### src/rtl/instruction_fetch_unit.sv
// Fetch stage: holds the PC, issues instruction-memory reads on fetch, and applies jump/branch redirects.
// Optional WAIT timeout is compiled in with `define FETCH_TIMEOUT_EN.
module instruction_fetch_unit #(
  parameter int                    PC_WIDTH       = 10,
  parameter int                    INSTR_WIDTH    = 20,
  parameter logic [PC_WIDTH-1:0]   RESET_PC       = '0,
  parameter int                    TIMEOUT_CYCLES = 16
) (
  input  logic                   clk,
  input  logic                   rst_n,
  input  logic                   fetch,
  input  logic                   pc_load,
  input  logic [PC_WIDTH-1:0]    pc_target,
  input  logic [INSTR_WIDTH-1:0] imem_rdata,
  input  logic                   imem_valid,
  output logic                   imem_req,
  output logic [PC_WIDTH-1:0]    imem_addr,
  output logic [INSTR_WIDTH-1:0] instruction,
  output logic                   instr_valid,
  output logic [PC_WIDTH-1:0]    pc,
  output logic                   pc_overflow,
  output logic                   busy,
  output logic                   fetch_timeout
);

  typedef enum logic [1:0] {IDLE, WAIT, HALT} state_t;

  localparam logic [PC_WIDTH-1:0] PC_MAX = '1;

  state_t                 state, state_nxt;
  logic [PC_WIDTH-1:0]    pc_nxt, addr_nxt, redir, redir_nxt;
  logic                   redir_vld, redir_vld_nxt;
  logic [INSTR_WIDTH-1:0] instr_nxt;
  logic                   valid_nxt, ovf_nxt, tmo_nxt;
  logic                   tmo_hit;

`ifdef FETCH_TIMEOUT_EN
  localparam int CNT_W = $clog2(TIMEOUT_CYCLES + 1);
  logic [CNT_W-1:0] wait_cnt;
  logic             tmo_q;

  // Counter idles at zero outside WAIT, so it is clear on every entry.
  always_ff @(posedge clk) begin
    if (!rst_n || state != WAIT) wait_cnt <= '0;
    else                         wait_cnt <= wait_cnt + CNT_W'(1);
  end

  always_ff @(posedge clk) begin
    if (!rst_n) tmo_q <= 1'b0;
    else        tmo_q <= tmo_nxt;
  end

  assign tmo_hit       = (wait_cnt == CNT_W'(TIMEOUT_CYCLES - 1));
  assign fetch_timeout = tmo_q;
`else
  assign tmo_hit       = 1'b0;
  assign fetch_timeout = 1'b0;
`endif

  assign imem_req = (state == WAIT);
  assign busy     = (state != IDLE);

  always_comb begin
    state_nxt     = state;
    pc_nxt        = pc;
    addr_nxt      = imem_addr;
    redir_nxt     = redir;
    redir_vld_nxt = redir_vld;
    instr_nxt     = instruction;
    valid_nxt     = 1'b0;
    ovf_nxt       = pc_overflow;
    tmo_nxt       = fetch_timeout;
    case (state)
      IDLE: begin
        if (fetch) begin
          addr_nxt      = pc_load ? pc_target : pc;
          redir_vld_nxt = 1'b0;
          state_nxt     = WAIT;
        end else if (pc_load) begin
          pc_nxt = pc_target;
        end
      end
      WAIT: begin
        if (imem_valid) begin
          instr_nxt     = imem_rdata;
          valid_nxt     = 1'b1;
          redir_vld_nxt = 1'b0;
          state_nxt     = IDLE;
          // A redirect arriving with the data still wins over the increment.
          if (pc_load)        pc_nxt = pc_target;
          else if (redir_vld) pc_nxt = redir;
          else begin
            pc_nxt = imem_addr + PC_WIDTH'(1);
            if (imem_addr == PC_MAX) begin
              ovf_nxt   = 1'b1;
              state_nxt = HALT;
            end
          end
        end else begin
          if (pc_load) begin
            redir_vld_nxt = 1'b1;
            redir_nxt     = pc_target;
          end
          if (tmo_hit) begin
            tmo_nxt   = 1'b1;
            state_nxt = HALT;
          end
        end
      end
      default: ;
    endcase
  end

  always_ff @(posedge clk) begin
    if (!rst_n) begin
      state       <= IDLE;
      pc          <= RESET_PC;
      imem_addr   <= '0;
      redir       <= '0;
      redir_vld   <= 1'b0;
      instruction <= '0;
      instr_valid <= 1'b0;
      pc_overflow <= 1'b0;
    end else begin
      state       <= state_nxt;
      pc          <= pc_nxt;
      imem_addr   <= addr_nxt;
      redir       <= redir_nxt;
      redir_vld   <= redir_vld_nxt;
      instruction <= instr_nxt;
      instr_valid <= valid_nxt;
      pc_overflow <= ovf_nxt;
    end
  end

endmodule

### config.mk
export PLATFORM = sky130hd
export DESIGN_NAME = instruction_fetch_unit
export DESIGN_NICKNAME = d
export VERILOG_FILES = /design/src/rtl/instruction_fetch_unit.sv
export SDC_FILE = /design/constraint.sdc
export NUM_CORES = 1
export LEC_CHECK = 0
export CORE_UTILIZATION = 45
export CTS_CLUSTER_SIZE = 24
export DETAILED_ROUTE_END_ITERATION = 8
export PLACE_DENSITY = 0.79
export SKIP_LAST_GASP = 1
export SYNTH_ARGS = -nofsm -noshare
export SYNTH_HDL_FRONTEND = slang
export SYNTH_SLANG_ARGS = --single-unit
### constraint.sdc
create_clock -name clk -period 1.7 [get_ports clk]
set_input_delay 0.425 -clock clk [delete_from_list [all_inputs] [get_ports clk]]
set_output_delay 0.425 -clock clk [all_outputs]
set_load 0.02 [all_outputs]
**Word-level counts from Yosys, hierarchy flattened**

Index checks and enable logic that the tools add are counted.

- Flip-flop bits (word level): 55
- Latch bits: 0
- RAM bits: 0
- ROM bits: 0
- Input port bits: 35
- Output and inout port bits: 45
- Logic and storage cells: 46
- Memories: 0

- Add/sub/neg operators: 1
- $mul: 0
- Div/mod/pow operators: 0
- Order comparisons: 0
- Eq/ne operators: 6
- Shift operators: 0
- Mux-type cells: 17
- Bitwise operators: 3
- Reduce and logical (&&, ||, !) cells: 11

Operators by type and width:

| kind | count |
|---|---|
| 10-bit 2-to-1 mux | 5 |
| 10-bit case mux with 2 select lines | 1 |
| 3-bit AND reduction | 4 |
| 10-bit by 1-bit adder with 10-bit output, second input constant | 1 |
| 10-bit equality test, second input constant | 1 |
| 2-bit 2-to-1 mux | 5 |
| 2-bit != test, second input constant | 3 |
| 2-bit AND reduction | 3 |
| 5-bit AND reduction | 1 |
| 1-bit 2-to-1 mux | 4 |
| 2-bit case mux with 2 select lines | 1 |
| 2-bit nonzero test | 2 |
| 3-bit != test, second input constant | 1 |
| 1-bit NOT | 3 |
| 2-bit by 1-bit equality test with 1-bit output, second input constant | 1 |
| 2-bit zero test | 1 |
| 1-bit case mux with 2 select lines | 1 |

**Depth between registers and ports, before layout**

Gate-level depths: netlist of the first run.

- Depth in word-level cells: 6
- Mapped depth: 6
- Mapped depth without buffers: 5

**Worst setup path after synthesis of the first run**

Ideal clock, no wire load.

- Path type: register -> register
- From: register imem_addr[3]
- To: register pc[9]
- Library setup time: 70 ps
- Arrival time: 1507 ps
- Data required time: 1630 ps
- Path slack: 123 ps
- Cell stages (with the launch flop): 5
- Buffers on the path: 0
- Period minus slack after synthesis: 1577 ps
- Cells stage by stage: dfxtp_1 nand4_2 or4b_1 a31o_1 a21oi_1

- Cells in the longest elaborated chain, start to end: 5

RTL lines:

| element | line | source |
|---|---|---|
| from (decl) | 17 | `output logic [PC_WIDTH-1:0] imem_addr,` |
| from (signal assigned) | 127 | `imem_addr <= addr_nxt;` |
| 10-bit by 1-bit adder with 10-bit output | 93 | `pc_nxt = imem_addr + PC_WIDTH'(1);` |
| 10-bit 2-to-1 mux | 91 | `else if (redir_vld) pc_nxt = redir;` |
| 10-bit 2-to-1 mux | 90 | `if (pc_load) pc_nxt = pc_target;` |
| 10-bit 2-to-1 mux | 84 | `if (imem_valid) begin` |
| 10-bit case mux with 2 select lines | 73 | `case (state)` |
| to (signal assigned) | 126 | `pc <= pc_nxt;` |
| to (decl) | 20 | `output logic [PC_WIDTH-1:0] pc,` |

No other way between the ends. The select of a mux whose other input is x is not followed.
A chain may end at the register's enable or synchronous reset.

**Worst setup path after layout of the first run**

- From: register state[1]
- To: output busy

- Cells in the longest elaborated chain, start to end: 1

RTL lines:

| element | line | source |
|---|---|---|
| from (decl) | 30 | `state_t state, state_nxt;` |
| from (signal assigned) | 125 | `state <= state_nxt;` |
| 2-bit nonzero test | 61 | `assign busy = (state != IDLE);` |
| to (decl) | 22 | `output logic busy,` |

No other way between the ends.

==> results of run 1 <==
[cell usage after synthesis, types with 2 or more instances]
| library cell | n |
|---|---|
| xnor2_1 | 2 |
| buf_2 | 4 |
| nor2_1 | 16 |
| clkbuf_1 | 5 |
| a31oi_1 | 2 |
| inv_1 | 5 |
| nand2_1 | 32 |
| o221ai_1 | 2 |
| a22oi_1 | 2 |
| o22ai_1 | 2 |
| and2_1 | 2 |
| a22o_1 | 20 |
| a311oi_1 | 2 |
| buf_4 | 4 |
| nor2b_1 | 2 |
| and3_1 | 2 |
| mux2i_1 | 10 |
| nand3_1 | 5 |
| o211ai_1 | 3 |
| a221oi_1 | 3 |
| o21ai_0 | 11 |
| a21boi_0 | 2 |
| buf_6 | 2 |
| nand4_1 | 2 |
| dfxtp_1 | 55 |
| nand2b_1 | 3 |
| mux2_2 | 2 |
| a21oi_1 | 20 |
| o21a_1 | 3 |
| a211oi_1 | 8 |
[where the power goes]
| part | total, uW | internal (uW) | switching (uW) |
|---|---|---|---|
| Combinational | 618 | 300 | 318 |
| Sequential | 1430 | 1360 | 70.4 |
| Clock | 878 | 439 | 439 |
[worst min path at each step]
stage,cells after the start,slack [ns],endpoint,startpoint
after global routing,2,0.48,redir[0],redir[0]
after global placement,2,0.43,pc_overflow,pc_overflow
after CTS,2,0.45,pc_overflow,pc_overflow
after detailed placement,2,0.44,pc_overflow,pc_overflow
final,2,0.45,pc_overflow,pc_overflow
after floorplan,2,0.43,redir[5],redir[5]
[timing repair]
item | CTS | global route
setup buffers | 0 | 0
resized for setup | 31 | 17
endpoints found under the setup margin | 31 | 23
[flip-flops by register name, summed over array words and instances, names as in the netlist]
signal and flops:
imem_addr 10, instr_valid 1, instruction 20, pc 10, pc_overflow 1, redir 10, redir_vld 1, state 2
[cells by family after synthesis]
| group | synth area share |
|---|---|
| compound gates | 0.2612 |
| simple gates | 0.1609 |
| flops | 0.4598 |
| buf+inv | 0.04911 |
| mux | 0.05120 |
| xor+xnor | 0.01097 |
| fa+ha+maj | 0.005224 |
| other cells | 0.001566 |
[per-layer routing]
layer	wire length, um	up-vias	global-route usage
met1	2970	1138	0.3450
li1	-	1152	-
met4	107	0	0.1027
met3	395	11	0.04016
met5	0	-	0
met2	3293	77	0.3834
[critical path, cell delays in order, from the launching register on]
cell and delay [ns]:
dfxtp_1 0.36, inv_1 0.10, nand2_1 0.07, dlygate4sd2_1 0.33
[per-stage QoR]
stage	instances	setup slack, ns	instance area (um2)	hold WS (ns)
finish	431	0.1079	3526	0.4497
global route	431	0.02646	3526	0.4816
CTS	431	0.0002979	3491	0.4498
detailed placement	423	-0.3172	3417	0.4353
global placement	423	-0.2436	3417	0.4299
floorplan	259	0.1233	2395	0.4312
[area by class of cell]
type	instances	area (um2)	share of cell area
multi-input combinational	182	1180	0.3346
sequential	55	1101	0.3123
timing repair buffer	109	1018	0.2889
tap	70	87.58	0.02484
clock buffer	5	68.82	0.01952
clock inverter	3	43.79	0.01242
inverter	7	26.28	0.007452
==> reports/summary.txt, run 1 <==
Clock skew - 0.007999 ns
Depth of the worst register-to-register path - 4
Reg2reg start - imem_addr[4]
Final Cycle Share - 0.9366
Vias per cell - 5.517
Vias in the first global route - 2133
DRT Pass-1 Iters - 4
RSZ-0062 raised after global routing - no
Peak Freq - 0.6281 GHz
Area contributors post-synth - dfxtp_1, a22o_1, nand2_1
Dominant cell type by area after synthesis - dfxtp_1
Crit-path max FO - 5
Avg Cell Area, Syn - 9.246 um2
RR Endpoint - pc[9]
WL per Instance - 15.70 um
Yosys cell types - 56
Fraction of final layout cells sized beyond drive strength 1 - 0.1385
Residual DRC count - 0
Worst-path clk slew - 0.10 ns
Antenna violations before repair - 0
Pins Over Slew Limit - 0
Crit Path Category - reg -> out
GRT overflow - 0
Hold Path Class - reg -> reg
DPL Wire Length - 5062 um
End point of the critical path - busy
# diodes - 0
Cell count after synthesis - 259
H-tree Lvls - 2
Crit path DAT - 1.17 ns
Crit path capture type - primary output
GP Congestion - 0.8346
Initial DRC Count - 169
IO buf count - 78
Starting Density - 0.4689
Final wirelength - 6766 um
Seq/Total Area, Yosys - 0.4598
Final Util - 0.6903
First-pass GRT wire length - 10380 um
Leakage - 0.001734 uW
CORE AREA - 5107 um2
Post-cts hold buffer count - 0
Top cell type's share of synthesized area - 0.4598
Setup TNS - 0 ns
GRT Resource Usage Total - 0.2480
Most frequent cells in the layout - dfxtp_1, clkdlybuf4s50_1, nand2_1
Fillers - 447
CP startpoint - state[1]
Required @ worst endpoint - 1.27 ns
CTS max path bufs - 2
Yosys reg bits - 55
Inserted Clock Buffers - 5
CTS Sinks - 55
Worst-skew pair later-pin latency - 0.31 ns
Mapped Nets - 295
FF-to-FF setup slack - 0.13 ns
P&R area growth vs syn - 47.23%
Die Y - 74.95 um
Startpoint Class - flop
Ys async rst share - 0
Hold Vio Cnt, Final - 0
Row cnt - 26
Die ar. - 5618 um2
Final antenna-violating net count - 0
CTS tree - done
Number of max-cap violations - 0
Root buffer selected by CTS - clkbuf_8
NumNets Final - 396
Run status - completed
Final setup violating endpoints - 0
Post-synthesis cell area - 2395 um2
Die width - 74.95 um
Pin count of the biggest net entering global routing - 24
Routed vias - 2378
Peak supply drop - 0.4889 mV
Final Power - 2929 uW
Min Tclk post-route - 1.592 ns
Warnings, synthesis - 0
Synth Flop Type - dfxtp_1
Commonest non-fill, non-tap cell in the layout - dfxtp_1
Number of synthesized flops with an enable pin - 0
# IOs - 80
Pwr dens - 830.8 nW/um2
(Power assumes the default switching activity.)
==> run 2: changes to the inputs <==
Settings changed: ABC_CLOCK_PERIOD_IN_PS set to 1700.
==> results of run 2 <==
Same layout as run 1: the final DEF is identical, and so are final timing and power.
